$ cat config.mk
export PLATFORM = sky130hd
export DESIGN_NAME = async_tx
export DESIGN_NICKNAME = d
export VERILOG_FILES = /design/src/rtl/async_tx.sv
export SDC_FILE = /design/constraint.sdc
export NUM_CORES = 1
export LEC_CHECK = 0
export CORE_MARGIN = 2
export CORE_UTILIZATION = 44
export CTS_CLUSTER_DIAMETER = 80
export CTS_CLUSTER_SIZE = 25
export DETAILED_ROUTE_END_ITERATION = 8
export HOLD_SLACK_MARGIN = 0.12
export PLACE_DENSITY = 0.83
export SYNTH_ARGS = -nofsm -noshare
export SYNTH_HDL_FRONTEND = slang
export SYNTH_SLANG_ARGS = --single-unit
$ cat constraint.sdc
create_clock -name clk -period 2.1 [get_ports clk]
set_clock_uncertainty 0.2 [all_clocks]
set_input_delay 0.42 -clock clk [delete_from_list [all_inputs] [get_ports clk]]
set_output_delay 0.42 -clock clk [all_outputs]
set_load 0.01 [all_outputs]
$ cat src/rtl/async_tx.sv
// async_tx: coalescing, gap-limited writer of duty-cycle values into an async FIFO.
module async_tx #(
  parameter int WIDTH   = 12,
  parameter int MIN_GAP = 4
) (
  input  logic             clk,
  input  logic             rst,
  input  logic             wr_valid,
  input  logic [WIDTH-1:0] wr_data,
  input  logic             full,
  output logic             w_en,
  output logic [WIDTH-1:0] data,
  output logic             pending,
  output logic [7:0]       coalesce_cnt
);
  localparam int GW = (MIN_GAP > 1) ? $clog2(MIN_GAP) : 1;
  typedef enum logic {IDLE, PEND} state_t;
  state_t           r_state;
  logic [WIDTH-1:0] r_hold;
  logic [WIDTH-1:0] r_last;
  logic [GW-1:0]    r_gap;
  logic [7:0]       r_coal;
  logic             w_gap_done;
  assign w_gap_done   = (r_gap == '0);
  assign w_en         = (r_state == PEND) & ~full & w_gap_done;
  assign data         = r_hold;
  assign pending      = (r_state == PEND);
  assign coalesce_cnt = r_coal;
  always_ff @(posedge clk) begin
    if (rst) begin
      r_state <= IDLE;
      r_hold  <= '0;
      r_last  <= '0;
      r_gap   <= '0;
      r_coal  <= '0;
    end else begin
      r_gap <= w_en ? GW'(MIN_GAP - 1) : (w_gap_done ? r_gap : r_gap - 1'b1);
      if (r_state == IDLE) begin
        // Strobes repeating the last written value carry no news for the receiver.
        if (wr_valid && wr_data != r_last) begin
          r_hold  <= wr_data;
          r_state <= PEND;
        end
      end else if (w_en) begin
        r_last <= r_hold;
        if (wr_valid) r_hold <= wr_data;
        else r_state <= IDLE;
      end else if (wr_valid) begin
        r_hold <= wr_data;
        r_coal <= r_coal + {7'd0, r_coal != 8'hFF};
      end
    end
  end
endmodule

---- Yosys cells after proc, flatten, opt, wreduce, memory -nomap -nowiden ----
Cells that the tools add are included.
cells by class
  add/subtract/negate cells ............... 2
  $mul .................................... 0
  div/mod/pow operators ................... 0
  order comparisons ....................... 0
  equal/unequal tests ..................... 4
  shift operators ......................... 0
  multiplexer cells ....................... 9
  bitwise logic cells ..................... 4
  reductions and logical operators ........ 6
operators with widths
  kind                                              count
  two-way mux 12 bit                                3
  inequality test 12 bit                            1
  adder 8 x 1 -> 8 bit                              1
  inequality test 8 bit, second input constant      1
  two-way mux 1 bit                                 4
  two-way mux 2 bit                                 2
  inequality test 2 bit, second input constant      2
  AND reduction 2 bit                               2
  AND reduction 3 bit                               1
  bitwise AND 1 bit                                 2
  logical NOT 2 bit                                 1
  NOT 1 bit                                         2
  nonzero test 2 bit                                1
  subtractor 2 x 1 -> 2 bit, second input constant  1
  logical AND 1 bit                                 1
storage, ports and cells
  flip-flop bits (word level) ............. 35
  latch bits .............................. 0
  memory bits (writable) .................. 0
  ROM bits ................................ 0
  word-level logic and storage cells ...... 30
  memories ................................ 0

---- Longest topological paths before layout ----
Gate-level depths: netlist of the first run.
  depth after elaboration ................. 5
  gate-level depth with buffers ........... 8

---- Worst setup path before layout of the first run ----
OpenSTA, ideal clock, no wires.
  kind .................................... input to register
  start point ............................. input wr_data[5]
  end point ............................... register r_hold[0] (netlist: data[0])
  library setup time ...................... 0.120 ns
  arrival ................................. 1.686 ns
  data required time ...................... 1.780 ns
  setup slack ............................. 0.095 ns
  stages .................................. 6
  path through ............................ xor2_1 > nor4_1 > nand4_1 > o41a_1 > buf_6 > mux2i_1
between the ends
  cells in the longest elaborated chain, start to end .. 4
RTL lines
  element                        RTL line  source
  start: declaration             9         input logic [WIDTH-1:0] wr_data,
  inequality test 12 bit         40        if (wr_valid && wr_data != r_last) begin
  logical AND 1 bit              40
  nonzero test 2 bit (no line)   --
  AND reduction 2 bit (no line)  --
  end signal: assignment         41        r_hold <= wr_data;
  end signal: assignment         46        if (wr_valid) r_hold <= wr_data;
  end signal: assignment         49        r_hold <= wr_data;
  end: declaration               19        logic [WIDTH-1:0] r_hold;
Every way passes these cells.
A chain may end at the register's enable or synchronous reset.

---- Final worst setup path of the first run ----
  start point ............................. input full
  end point ............................... output w_en
between the ends
  cells in the longest elaborated chain, start to end .. 3
RTL lines
  element                          RTL line  source
  start: declaration               10        input logic full,
  NOT 1 bit                        25        assign w_en = (r_state == PEND) & ~full & w_gap_done;
  bitwise AND 1 bit (2 in series)  25
  end: declaration                 11        output logic w_en,
Every way passes these cells.

==> results of run 1 <==
## worst max-delay path, cell delays in order
cell and delay, ps:
clkdlybuf4s50_1 450, nand3b_1 210, inv_1 90, clkdlybuf4s15_1 240
## area by class of cell
cell class / count / area [sq um]
Timing Repair Buffer: 49 / 490
Fill cell: 282 / 1200
Tap cell: 46 / 57.6
Sequential cell: 35 / 701
Multi-Input combinational cell: 127 / 837
Inverter: 4 / 15.0
Clock inverter: 2 / 35.0
Clock buffer: 6 / 51.3
## synth_stat cells
master	n	area, sq um
a211oi_1	1	7.51
a21oi_1	12	60.1
and3_1	3	18.8
and4_1	2	17.5
buf_1	1	3.75
buf_6	1	11.3
clkbuf_1	7	26.3
dfxtp_1	35	701
ha_1	3	37.5
inv_1	4	15.0
mux2i_1	15	150
nand2_1	25	93.8
nand2b_1	25	156
nand3_1	3	15.0
nand3b_1	1	7.51
nand4_1	4	25.0
nor2_1	11	41.3
nor4_1	1	6.26
o21ai_0	1	5.00
o21ba_2	1	10.0
o41a_1	1	11.3
xnor2_1	8	70.1
xor2_1	10	87.6
## flip-flops by register name, indices dropped and copies added (netlist names)
register / cells
data: 12
coalesce_cnt: 8
r_last: 12
r_gap: 2
pending: 1
## power breakdown
part | switching, W | leakage [nW] | total (W) | internal, W
combinational | 0.000156 | 0.554 | 0.000325 | 0.000169
sequential | 0.0000249 | 0.286 | 0.000731 | 0.000707
clock | 0.000221 | 0.0482 | 0.000502 | 0.000281
## metrics by stage
stage          total power [W]  std cells   util  worst slack, ps  setup TNS [ps]
3_5_place_dp           0.00105        261  0.610             -460           -5920
4_1_cts                0.00155        269  0.636             6.61               0
5_1_grt                0.00166        269  0.645             14.3               0
2_1_floorplan         0.000919        175      -             94.8               0
6_report               0.00156        269  0.645             69.8               0
3_3_place_gp           0.00104        261  0.610             -392           -5220
## how the worst max path moves through the flow
| stage | end | cells past startpoint |
|---|---|---|
| finish | w_en | 4 |
| floorplan | data[0] | 6 |
| global placement | data[9] | 7 |
| CTS | data[4] | 7 |
| global route | coalesce_cnt[7] | 8 |
| detailed placement | data[4] | 7 |
## cell families after synthesis
family | count (synthesis) | synth area share
and+or+nand+nor | 75 | 0.242
DFF | 35 | 0.444
xor gates and xnor gates | 18 | 0.0999
AOI/OAI and AO/OA | 16 | 0.0595
muxes | 15 | 0.0952
buffers and inverters | 13 | 0.0357
adders and majority gates | 3 | 0.0238
## layer usage
metal  GRT usage  up-vias  wire length [um]
met5           0        -                 0
met4      0.0870        0                84
met3      0.0405        8               132
met2       0.264       30              1500
met1       0.233      602              1580
li1            -      669                 -
## timing repair
item | 4_1_cts | 5_1_grt
pin swaps | 2 | 3
setup buffers | 0 | 0
setup endpoints to repair | 13 | 13
hold buffers | 0 | 0
gates resized for setup | 2 | 9
==> run_results.csv, run 1 <==
group,metric,value,unit
pwr,ir_worst_vdd,0.479,mV
worst_setup_path,path_class,"primary input to output pin",
routing,drt-total-wl,3.30,mm
logic_synthesis,ys_ff_latch,35,
placement,detailed_place.area,2070,sq um
layout,drive_above_1_share,0.103,
pwr,power_density,712,nW/um^2
min_path,min_from,"wr_data[1]",
worst_setup_path,arrival,1410,ps
layout,layout_common_cells,"dfxtp_1 (35), clkdlybuf4s50_1 (32), nand2b_1 (25), nand2_1 (25), mux2i_1 (14)",
grt,grt_max_degree,48,
logic_synthesis,mappedNetlistArea,1580,sq um
layout,final_common_cell,"dfxtp_1",
die,die_area,4080,sq um
min_path,holdPathEnd,"data[1]",
sta,maxSlewViolCount,0,
routing,ant_nets,0,
clocking,clk_path_buf_depth,2,
worst_setup_path,reg2reg_slack,100,ps
logic_synthesis,synth.avg_cell_area,9.02,sq um
grt,antenna_found_initial,0,
logic_synthesis,netlist_instances,175,
logic_synthesis,synth_seq_area_share,0.444,
worst_setup_path,cp_data_required_time,1480,ps
grt,grt_pass1_vias,1227,
die,start_util,0.465,
sta,fmax,493,MHz
die,io_pins,38,
die,die_w,63.9,um
logic_synthesis,synthesis.nets,194,
sta,period_minus_slack,2030,ps
worst_setup_path,r2r_end,"data[7]",
sta,slew-limit-headroom,0.791,
clocking,insertion_delay,340,ps
clocking,ctsRootBufferMaster,"clkbuf_4",
die,fp.dieH,63.9,um
layout,nets,241,
worst_setup_path,worstRegToRegCells,6,
worst_setup_path,cp-start-kind,"primary input",
sta,setup_viol,0,
min_path,hold_class,"primary input to flip-flop",
placement,dpl.hpwl,2.36,mm
routing,dr.pass1.iters,4,
logic_synthesis,ys.warnings.count,0,
placement,routabilityCongestion,0.791,
routing,wl_per_cell,12.3,um
routing,drtIter0Drc,84,
grt,overflow,0,
outcome,status,"finished clean",
clocking,htree_levels,2,
clocking,clkTransAtPathRegs,110,ps
worst_setup_path,critPathLaunch,"full",
die,num_rows,21,
min_path,hold_path_depth,3,
worst_setup_path,worstReg2RegStart,"r_last[0]",
layout,antennaDiodeCount,0,
layout,final_area,2190,sq um
layout,syn2layout_area_growth,38.6,%
sta,worst_slew_pin_slew,310,ps
sta,finalCritPeriodShare,0.967,
clocking,cts_tree,"done",
routing,viasPerCell,4.87,
job,drv_cap,0,
placement,io_buffers,37,
clocking,cts.sinks,35,
routing,vias,1309,
sta,finalHoldViolCount,0,
pwr,total_leakage_power,0.888,nW
grt,grt_util_all_layers,0.175,
sta,hold_slack,186,ps
grt,grt_pass1_wl,5.53,mm
routing,post-route-drc-count,0,
logic_synthesis,synth.distinct_cells,23,
sta,rsz0062_at_grt,"no",
worst_setup_path,worstPathMaxFanout,3,
worst_setup_path,endpoint_kind,"output pin",
die,coreArea,3390,sq um
clocking,numCtsBuffers,5,
No activity file was read; power rests on OpenSTA's default activity.
==> inputs of run 2 (changes only) <==
--- a/config.mk
+++ b/config.mk
@@ -7,7 +7,7 @@
 export LEC_CHECK = 0
 export CORE_MARGIN = 2
 export CORE_UTILIZATION = 44
-export CTS_CLUSTER_DIAMETER = 80
+export CTS_CLUSTER_DIAMETER = 150
 export CTS_CLUSTER_SIZE = 25
 export DETAILED_ROUTE_END_ITERATION = 8
 export HOLD_SLACK_MARGIN = 0.12
==> results of run 2 <==
Same layout as run 1: the final DEF is identical, and so are final timing and power.
==> inputs of run 3 (changes only) <==
--- a/config.mk
+++ b/config.mk
@@ -7,7 +7,6 @@
 export LEC_CHECK = 0
 export CORE_MARGIN = 2
 export CORE_UTILIZATION = 44
-export CTS_CLUSTER_DIAMETER = 150
 export CTS_CLUSTER_SIZE = 25
 export DETAILED_ROUTE_END_ITERATION = 8
 export HOLD_SLACK_MARGIN = 0.12
==> results of run 3 <==
Same layout as run 1: the final DEF is identical, and so are final timing and power.
